`src/rtl/alu_rs.sv`:
```
// Single-entry reservation station in front of one alu: holds a dispatched op,
// snoops the CDB until both operands resolve, then issues and stays busy through the broadcast.
package alu_rs_pkg;
  typedef enum logic [2:0] {NO_VAL, ALU_1, ALU_2, ALU_3, MUL_1, LSU_1} rs_tag_t;
  typedef enum logic [2:0] {ADDR, SUBR, ANDR, ORR, XORR, SLLR, SRLR, SLTR} alu_op_t;
  typedef logic [31:0] word32_t;
  typedef struct packed {
    rs_tag_t tag;
    word32_t val;
  } cdb_t;
endpackage

module alu_rs
  import alu_rs_pkg::*;
#(
  parameter rs_tag_t     TAG   = ALU_1,
  parameter int unsigned N_CDB = 2
) (
  input  logic    clk_i,
  input  logic    rst_ni,
  input  logic    dispatch_valid_i,
  input  alu_op_t dispatch_op_i,
  input  rs_tag_t dispatch_qj_i,
  input  word32_t dispatch_vj_i,
  input  rs_tag_t dispatch_qk_i,
  input  word32_t dispatch_vk_i,
  input  cdb_t    cdb_i [N_CDB],
  output logic    busy_o,
  output alu_op_t oper_o,
  output word32_t rs1_val_o,
  output word32_t rs2_val_o,
  output logic    ready_o
);

  typedef enum logic [1:0] {S_IDLE, S_WAIT, S_EXEC} state_t;

  state_t  r_state, w_state_nxt;
  alu_op_t r_op, w_op_nxt;
  rs_tag_t r_qj, r_qk, w_qj_nxt, w_qk_nxt;
  word32_t r_vj, r_vk, w_vj_nxt, w_vk_nxt;

  rs_tag_t w_qj_src, w_qk_src;
  logic    w_j_hit, w_k_hit;
  word32_t w_j_val, w_k_val;
  logic    w_ready;
  logic    w_dup;

  assign w_ready  = (r_state == S_WAIT) && (r_qj == NO_VAL) && (r_qk == NO_VAL);
  // In IDLE the snoop looks at the incoming dispatch tags so a same-cycle broadcast is not lost.
  assign w_qj_src = (r_state == S_IDLE) ? dispatch_qj_i : r_qj;
  assign w_qk_src = (r_state == S_IDLE) ? dispatch_qk_i : r_qk;

  // CDB snoop; lowest-index term wins, NO_VAL never matches.
  always_comb begin
    w_j_hit = 1'b0;
    w_j_val = '0;
    w_k_hit = 1'b0;
    w_k_val = '0;
    for (int unsigned n = 0; n < N_CDB; n++) begin
      if (!w_j_hit && (w_qj_src != NO_VAL) && (cdb_i[n].tag == w_qj_src)) begin
        w_j_hit = 1'b1;
        w_j_val = cdb_i[n].val;
      end
      if (!w_k_hit && (w_qk_src != NO_VAL) && (cdb_i[n].tag == w_qk_src)) begin
        w_k_hit = 1'b1;
        w_k_val = cdb_i[n].val;
      end
    end
  end

  always_comb begin
    w_state_nxt = r_state;
    w_op_nxt    = r_op;
    w_qj_nxt    = r_qj;
    w_vj_nxt    = r_vj;
    w_qk_nxt    = r_qk;
    w_vk_nxt    = r_vk;
    unique case (r_state)
      S_IDLE: begin
        if (dispatch_valid_i) begin
          w_state_nxt = S_WAIT;
          w_op_nxt    = dispatch_op_i;
          w_qj_nxt    = w_j_hit ? NO_VAL  : dispatch_qj_i;
          w_vj_nxt    = w_j_hit ? w_j_val : dispatch_vj_i;
          w_qk_nxt    = w_k_hit ? NO_VAL  : dispatch_qk_i;
          w_vk_nxt    = w_k_hit ? w_k_val : dispatch_vk_i;
        end
      end
      S_WAIT: begin
        if (w_ready) begin
          w_state_nxt = S_EXEC;
        end else begin
          if (w_j_hit) begin
            w_qj_nxt = NO_VAL;
            w_vj_nxt = w_j_val;
          end
          if (w_k_hit) begin
            w_qk_nxt = NO_VAL;
            w_vk_nxt = w_k_val;
          end
        end
      end
      S_EXEC:  w_state_nxt = S_IDLE;
      default: w_state_nxt = S_IDLE;
    endcase
  end

  always_ff @(posedge clk_i or negedge rst_ni) begin
    if (!rst_ni) begin
      r_state <= S_IDLE;
      r_op    <= ADDR;
      r_qj    <= NO_VAL;
      r_vj    <= '0;
      r_qk    <= NO_VAL;
      r_vk    <= '0;
    end else begin
      r_state <= w_state_nxt;
      r_op    <= w_op_nxt;
      r_qj    <= w_qj_nxt;
      r_vj    <= w_vj_nxt;
      r_qk    <= w_qk_nxt;
      r_vk    <= w_vk_nxt;
    end
  end

  assign busy_o    = (r_state != S_IDLE);
  assign ready_o   = w_ready;
  assign oper_o    = r_op;
  assign rs1_val_o = r_vj;
  assign rs2_val_o = r_vk;

  // Two live CDB terms carrying the same tag means an upstream protocol error.
  always_comb begin
    w_dup = 1'b0;
    for (int unsigned a = 0; a < N_CDB; a++) begin
      for (int unsigned b = a + 1; b < N_CDB; b++) begin
        if ((cdb_i[a].tag != NO_VAL) && (cdb_i[a].tag == cdb_i[b].tag)) w_dup = 1'b1;
      end
    end
  end

  a_no_dup_tag : assert property (@(posedge clk_i) disable iff (!rst_ni) !w_dup);
  a_no_self_dep : assert property (@(posedge clk_i) disable iff (!rst_ni)
    (dispatch_valid_i && (r_state == S_IDLE)) |-> ((dispatch_qj_i != TAG) && (dispatch_qk_i != TAG)));

endmodule
```
`config.mk`:
```
export PLATFORM = sky130hd
export DESIGN_NAME = alu_rs
export DESIGN_NICKNAME = d
export VERILOG_FILES = /design/src/rtl/alu_rs.sv
export SDC_FILE = /design/constraint.sdc
export NUM_CORES = 1
export LEC_CHECK = 0
export BUFFER_PORTS_ARGS = -buffer_cell sky130_fd_sc_hd__buf_2
export CAP_MARGIN = 20
export CORE_AREA = 2 2 105 107
export DETAILED_ROUTE_END_ITERATION = 6
export DIE_AREA = 0 0 107 109
export PLACE_DENSITY = 0.71
export SLEW_MARGIN = 30
export SYNTH_ARGS = -nofsm -noshare
export SYNTH_HDL_FRONTEND = slang
export SYNTH_SLANG_ARGS = --single-unit
export TNS_END_PERCENT = 50
```
`constraint.sdc`:
```
create_clock -name clk_i -period 3.8 [get_ports clk_i]
set_input_delay 0.57 -clock clk_i [delete_from_list [all_inputs] [get_ports clk_i]]
set_output_delay 0.57 -clock clk_i [all_outputs]
set_load 0.05 [all_outputs]
```
==> results.json, run 1 <==
{
  "switching_share_pct": 55.3,
  "postCtsSetupBuffers": 0,
  "p_seq_share_pct": 23.2,
  "synth_edf_count": 0,
  "finalClockSkew_ns": 0.0123,
  "drt_iter0_drc": 524,
  "synth_seq_cells": 75,
  "syn_nets": 577,
  "final_net_count": 769,
  "fin_crit_ns": 3.17,
  "start_util_pct": 39.0,
  "rsz0062_at_grt": "no",
  "cts_buffers": 9,
  "rows": 38,
  "clk_pin_slew_worst_paths_ns": 0.07,
  "tns_ns": 0,
  "postCtsHoldBufs": 0,
  "status": "finished, violations left",
  "maxCapViolations": 0,
  "pin_count": 215,
  "drive_gt1_share_pct": 40.6,
  "layout_worst_path_cycle_share_pct": 83.3,
  "path_cells": "nor2_4 > inv_2 > a21oi_1 > xor2_1 > a211oi_4 > buf_4 > o41ai_4 > buf_4 > nand2_1 > o21ai_1",
  "clock_path_buffers": 2,
  "cellLeakagePower_nw": 2.56,
  "cts_root_buffer": "clkbuf_8",
  "worst_ep_required_time_ns": 4.01,
  "vias_per_cell": 5.80,
  "vdd_drop_max_mv": 0.523,
  "slowest_stage": "a211oi_4",
  "end_kind": "register",
  "clock_power_share_pct": 10.9,
  "synth_area_sq_mm": 0.00413,
  "crit_top_cell": "buf_4",
  "fp.coreArea_sq_mm": 0.0106,
  "dp_slack_ns": 0.551,
  "failed_checks": "DRC",
  "drc": 1,
  "synth_ff_type": "dfrtp_1",
  "final_hold_viol_count": 0,
  "ys_types": 44,
  "slowest_delay_ns": 0.79,
  "crit_type": "reg2reg",
  "total_power_mw": 6.21,
  "p_sw_mw": 3.44,
  "gp_congestion": 0.886,
  "drtAntennaViolNets": 0,
  "hold_slack_ns": 0.243,
  "wirelength_mm": 14.3,
  "fmax_ghz": 0.316,
  "drt-pass1-iter-count": 7,
  "io_buffers": 214,
  "grt_pass1_wl_mm": 22.0,
  "min_path_type": "in2async",
  "yosysMostFrequentCell": "dfrtp_1",
  "p_int_mw": 2.77,
  "setup_viol": 0,
  "area_growth_syn_to_layout_pct": 33.0,
  "ys_top_cells_by_area": "dfrtp_1, a32o_1, a21oi_1",
  "yosysTopAreaCellShare_pct": 45.4,
  "synth-async-reset-ratio_pct": 100,
  "tightestPinTransition_ns": 0.885,
  "cts_resized": 0,
  "power_density_mw_per_mm2": 1130,
  "grt_pass1_vias": 4275,
  "antenna_found_initial": 0,
  "clk_latency_ns": 0.35,
  "fp.dieH_um": 109,
  "final_max_slew_viol_count": 0,
  "htreeDepth": 3,
  "cts_sinks": 75,
  "grt_max_degree": 76,
  "relSlewSlack_pct": 40.8,
  "wire_per_inst_um": 18.6,
  "num_antenna_cells": 0,
  "grt_overflow": 0,
  "crit_path_start_kind": "register",
  "syn_inst": 431,
  "r2r_slack_ns": 0.63,
  "setup_ws_ns": 0.634,
  "hpwl_mm": 10.2,
  "dp_cells": 752,
  "yosysTopAreaCell": "dfrtp_1",
  "power_frac_comb_pct": 66.0,
  "tritoncts": "built",
  "num_vias": 4458,
  "synth_commonest_cells": "dfrtp_1, a21oi_1, nor2_1",
  "synth.avg_cell_area_sq_um": 9.58,
  "final-instance-count-excl-fill": 768,
  "cp.arrival_ns": 3.38,
  "grt_use_total_pct": 24.5,
  "die_x_um": 107,
  "ys_seq_area_share_pct": 45.4,
  "worstPathMaxFanout": 40,
  "die_area_sq_mm": 0.0117,
  "ys_warn_count": 0
}
-- sequential cells by signal (all words and copies together) (netlist names) --
name and cells:
rs1_val_o 32, r_qk 3, r_state 2, rs2_val_o 32, r_qj 3, oper_o 3
-- layout by cell type, fill, tap and decap left out, types with 3 or more instances in the layout --
| cell | count |
|---|---|
| a21oi_1 | 68 |
| a222oi_1 | 32 |
| a22o_1 | 3 |
| a32o_1 | 35 |
| buf_2 | 213 |
| buf_4 | 10 |
| clkbuf_8 | 10 |
| dfrtp_1 | 75 |
| mux2_2 | 3 |
| nand2_1 | 35 |
| nand3_1 | 3 |
| nor2_1 | 42 |
| nor3_1 | 3 |
| nor3_4 | 3 |
| nor3b_1 | 4 |
| o21a_1 | 3 |
| o21ai_1 | 34 |
| or3_1 | 4 |
| xnor2_1 | 6 |
| xor2_1 | 6 |
-- critical path: cells and delay by family, from the launching register on --
family | cells | cell delay, ns
buffers and inverters | 3 | 0.83
XOR/XNOR | 1 | 0.15
flip-flops | 1 | 0.55
AND/OR/NAND/NOR | 2 | 0.34
AO/OA/AOI/OAI | 4 | 1.15
-- kinds of logic (layout without fill, tap and decap cells) --
family                 after synthesis  in the layout  synth area share (%)
multiplexers                         4              4                  1.06
flip-flops                          75             75                  45.4
buffers and inverters               48            245                  6.24
XOR/XNOR                            12             12                  2.54
AO/OA/AOI/OAI                      188            188                  33.1
AND/OR/NAND/NOR                    104            104                  11.7
-- path summary, 6_finish.rpt --
| path | startpoint | depth (start not counted) | to |
|---|---|---|---|
| max in group asynchronous | rst_ni | 1 | rs2_val_o[1] |
| min | rst_ni | 1 | rs1_val_o[17] |
| min reg2reg | rs1_val_o[0] | 2 | rs1_val_o[0] |
| max reg2reg | r_state[1] | 10 | rs1_val_o[29] |
| max | r_state[1] | 10 | rs1_val_o[29] |
| min in group clk_i | dispatch_op_i[0] | 2 | oper_o[0] |
-- layer usage --
layer  wire, um  part of all wire (%)  GRT usage, %  up-vias
li1           -                     -             -     2050
met1       5750                    40          31.9     2124
met3       1240                   8.7          4.36       27
met2       6930                    49          41.1      257
met5          0                     0             0        -
met4        324                   2.3          9.00        0
-- metrics by stage --
step / instance area [sq um] / util, %
global route: 5490 / 51.8
detailed placement: 5270 / 49.7
finish: 5490 / 51.8
global placement: 5270 / 49.7
CTS: 5490 / 51.8
floorplan: 4130 / -
-- power by group through the flow --
| stage | logic [mW] | clock network [mW] | registers, mW |
|---|---|---|---|
| detailed placement | 4.09 | 0 | 1.44 |
| CTS | 4.10 | 0.701 | 1.44 |
| floorplan | 2.02 | 0 | 2.53 |
| global placement | 4.01 | 0 | 1.44 |
| finish | 4.10 | 0.676 | 1.44 |
| global route | 4.41 | 0.739 | 1.48 |
-- final cells by class --
type / count / area, sq um
fillers: 988 / 5110
multi-input cells: 308 / 2030
flip-flops and latches: 75 / 1880
repair buffers: 225 / 1170
well taps: 140 / 175
clock buffers: 12 / 145
clock inverters: 4 / 73.8
inverters: 4 / 15.0
No activity file was read; power rests on OpenSTA's default activity.
==> inputs of run 2 (changes only) <==
clock period = 3 ns   (was 3.8 ns; I/O delays follow)
==> run 2 against run 1 <==
Effect of this change:
- the run now ends clean
- hold slack worse by 0.12 ns
- global-route usage increased by 0.43 points
- final cell count is 0.52% higher
- clock-buffer cell count rose by 1
- critical path type unchanged
- largest power group unchanged
- highest routed layer unchanged
==> results.json, run 2 (synthesis gave the netlist of run 1 again) <==
{
  "status": "complete, no violations",
  "htreeDepth": 3,
  "gr-usage-met2_pct": 40.7,
  "tns_ns": 0,
  "wirelength_mm": 14.5,
  "fin_crit_ns": 2.82,
  "cellLeakagePower_nw": 2.56,
  "cts_buffers": 9,
  "worstRegToRegCells": 9,
  "layout_worst_path_cycle_share_pct": 93.9,
  "final_max_slew_viol_count": 0,
  "cp.arrival_ns": 3.09,
  "drc": 0,
  "relSlewSlack_pct": 52.9,
  "final_hold_viol_count": 0,
  "grt_overflow": 0,
  "gp_congestion": 0.836,
  "rows": 38,
  "hold_slack_ns": 0.121,
  "cts_sinks": 75,
  "clk_latency_ns": 0.35,
  "mostFrequentLayoutCell": "buf_2",
  "worst_ep_required_time_ns": 3.27,
  "clock_path_buffers": 2,
  "maxCapViolations": 0,
  "met3_usage_pct": 4.00,
  "drive_gt1_share_pct": 40.7,
  "pin_count": 215,
  "end_kind": "register",
  "fp.coreArea_sq_mm": 0.0106,
  "tightestPinTransition_ns": 0.706,
  "wire_per_inst_um": 18.8,
  "grt_pass1_wl_mm": 22.6,
  "placed_area_sq_mm": 0.00531,
  "worstPathMaxFanout": 20,
  "postCtsHoldBufs": 0,
  "drt_iter0_drc": 540,
  "vdd_drop_max_mv": 0.605,
  "num_vias": 4510,
  "grt_pass1_vias": 4404,
  "drtAntennaViolNets": 0,
  "area_growth_syn_to_layout_pct": 32.7,
  "die_x_um": 107,
  "cts_root_buffer": "clkbuf_8",
  "final_net_count": 773,
  "drt-pass1-iter-count": 6,
  "fp.dieH_um": 109,
  "layout_common_cells": "buf_2, dfrtp_1, a21oi_1",
  "die_area_sq_mm": 0.0117,
  "postCtsSetupBuffers": 0,
  "start_util_pct": 39.0,
  "power_density_mw_per_mm2": 1420,
  "r2r_slack_ns": 0.18,
  "antenna_found_initial": 0,
  "setup_viol": 0,
  "met1_usage_pct": 33.4,
  "grt_max_degree": 76,
  "num_antenna_cells": 0,
  "grt_use_total_pct": 24.9,
  "io_buffers": 214,
  "hpwl_mm": 10.5,
  "top_usage_layer": "met2",
  "crit_path_start_kind": "register",
  "rsz0062_at_grt": "no",
  "clk_pin_slew_worst_paths_ns": 0.07,
  "final_cell_area_sq_mm": 0.00548,
  "crit_type": "reg2reg",
  "tritoncts": "built",
  "finalClockSkew_ns": 0.00826,
  "min_path_type": "in2async",
  "fmax_ghz": 0.355,
  "vias_per_cell": 5.84
}
-- run 2: cell types whose count changed in the layout (fill, tap and decap cells not counted), moves of 2 or more --
cell	change
clkbuf_1	+2
buf_6	+2
clkinv_2	+2
bufinv_16	-2
-- run 2: metal layers --
layer	wire, um	part of all wire (%)
met3	1190	8.2
met4	190	1.3
met1	5970	41
met2	7160	49
met5	0	0
-- run 2: worst max-delay path, cell delays in order, from the launching register on --
cell and delay [ns]:
dfrtp_1 0.46, buf_4 0.20, o21a_1 0.19, or3_1 0.32, a22oi_2 0.28, a211oi_4 0.14, nor3_4 0.49, buf_4 0.39
a21oi_1 0.12, o21ai_1 0.15
-- run 2: repair_timing --
item,in CTS,in global routing
setup endpoints to repair,0,31
endpoints found under the hold margin,0,0
gates resized for setup,0,4
-- run 2: final timing paths --
path	end	from
setup / recovery	rs1_val_o[18]	r_state[1]
hold / removal	rs1_val_o[17]	rst_ni
setup reg to reg	rs1_val_o[18]	r_state[1]
hold reg to reg	rs1_val_o[31]	rs1_val_o[31]
max in group asynchronous	rs2_val_o[1]	rst_ni
min in group clk_i	oper_o[1]	dispatch_op_i[1]
-- run 2: per-stage QoR --
stage / setup WS (ns) / utilization, % / cells / power (mW)
floorplan: 0.570 / - / 431 / 5.77
global placement: -0.119 / 49.8 / 754 / 6.89
detailed placement: -0.00892 / 50.1 / 756 / 7.07
CTS: 0.0251 / 51.5 / 772 / 7.75
global route: 0.0130 / 51.7 / 772 / 8.27
finish: 0.184 / 51.7 / 772 / 7.77
-- run 2: final cells by class --
| type | count | area (sq um) |
|---|---|---|
| Sequential cell | 75 | 1880 |
| Clock inverter | 3 | 15.0 |
| Inverter | 4 | 15.0 |
| Fill cell | 1014 | 5120 |
| Tap cell | 140 | 175 |
| Clock buffer | 13 | 139 |
| Timing Repair Buffer | 229 | 1220 |
| Multi-Input combinational cell | 308 | 2040 |
-- run 2: where the power goes --
| group | total, mW | leakage, nW | switching [mW] | internal [mW] |
|---|---|---|---|---|
| logic | 5.27 | 1.56 | 3.70 | 1.58 |
| registers | 1.82 | 0.919 | 0.305 | 1.51 |
| clock network | 0.673 | 0.0812 | 0.375 | 0.298 |
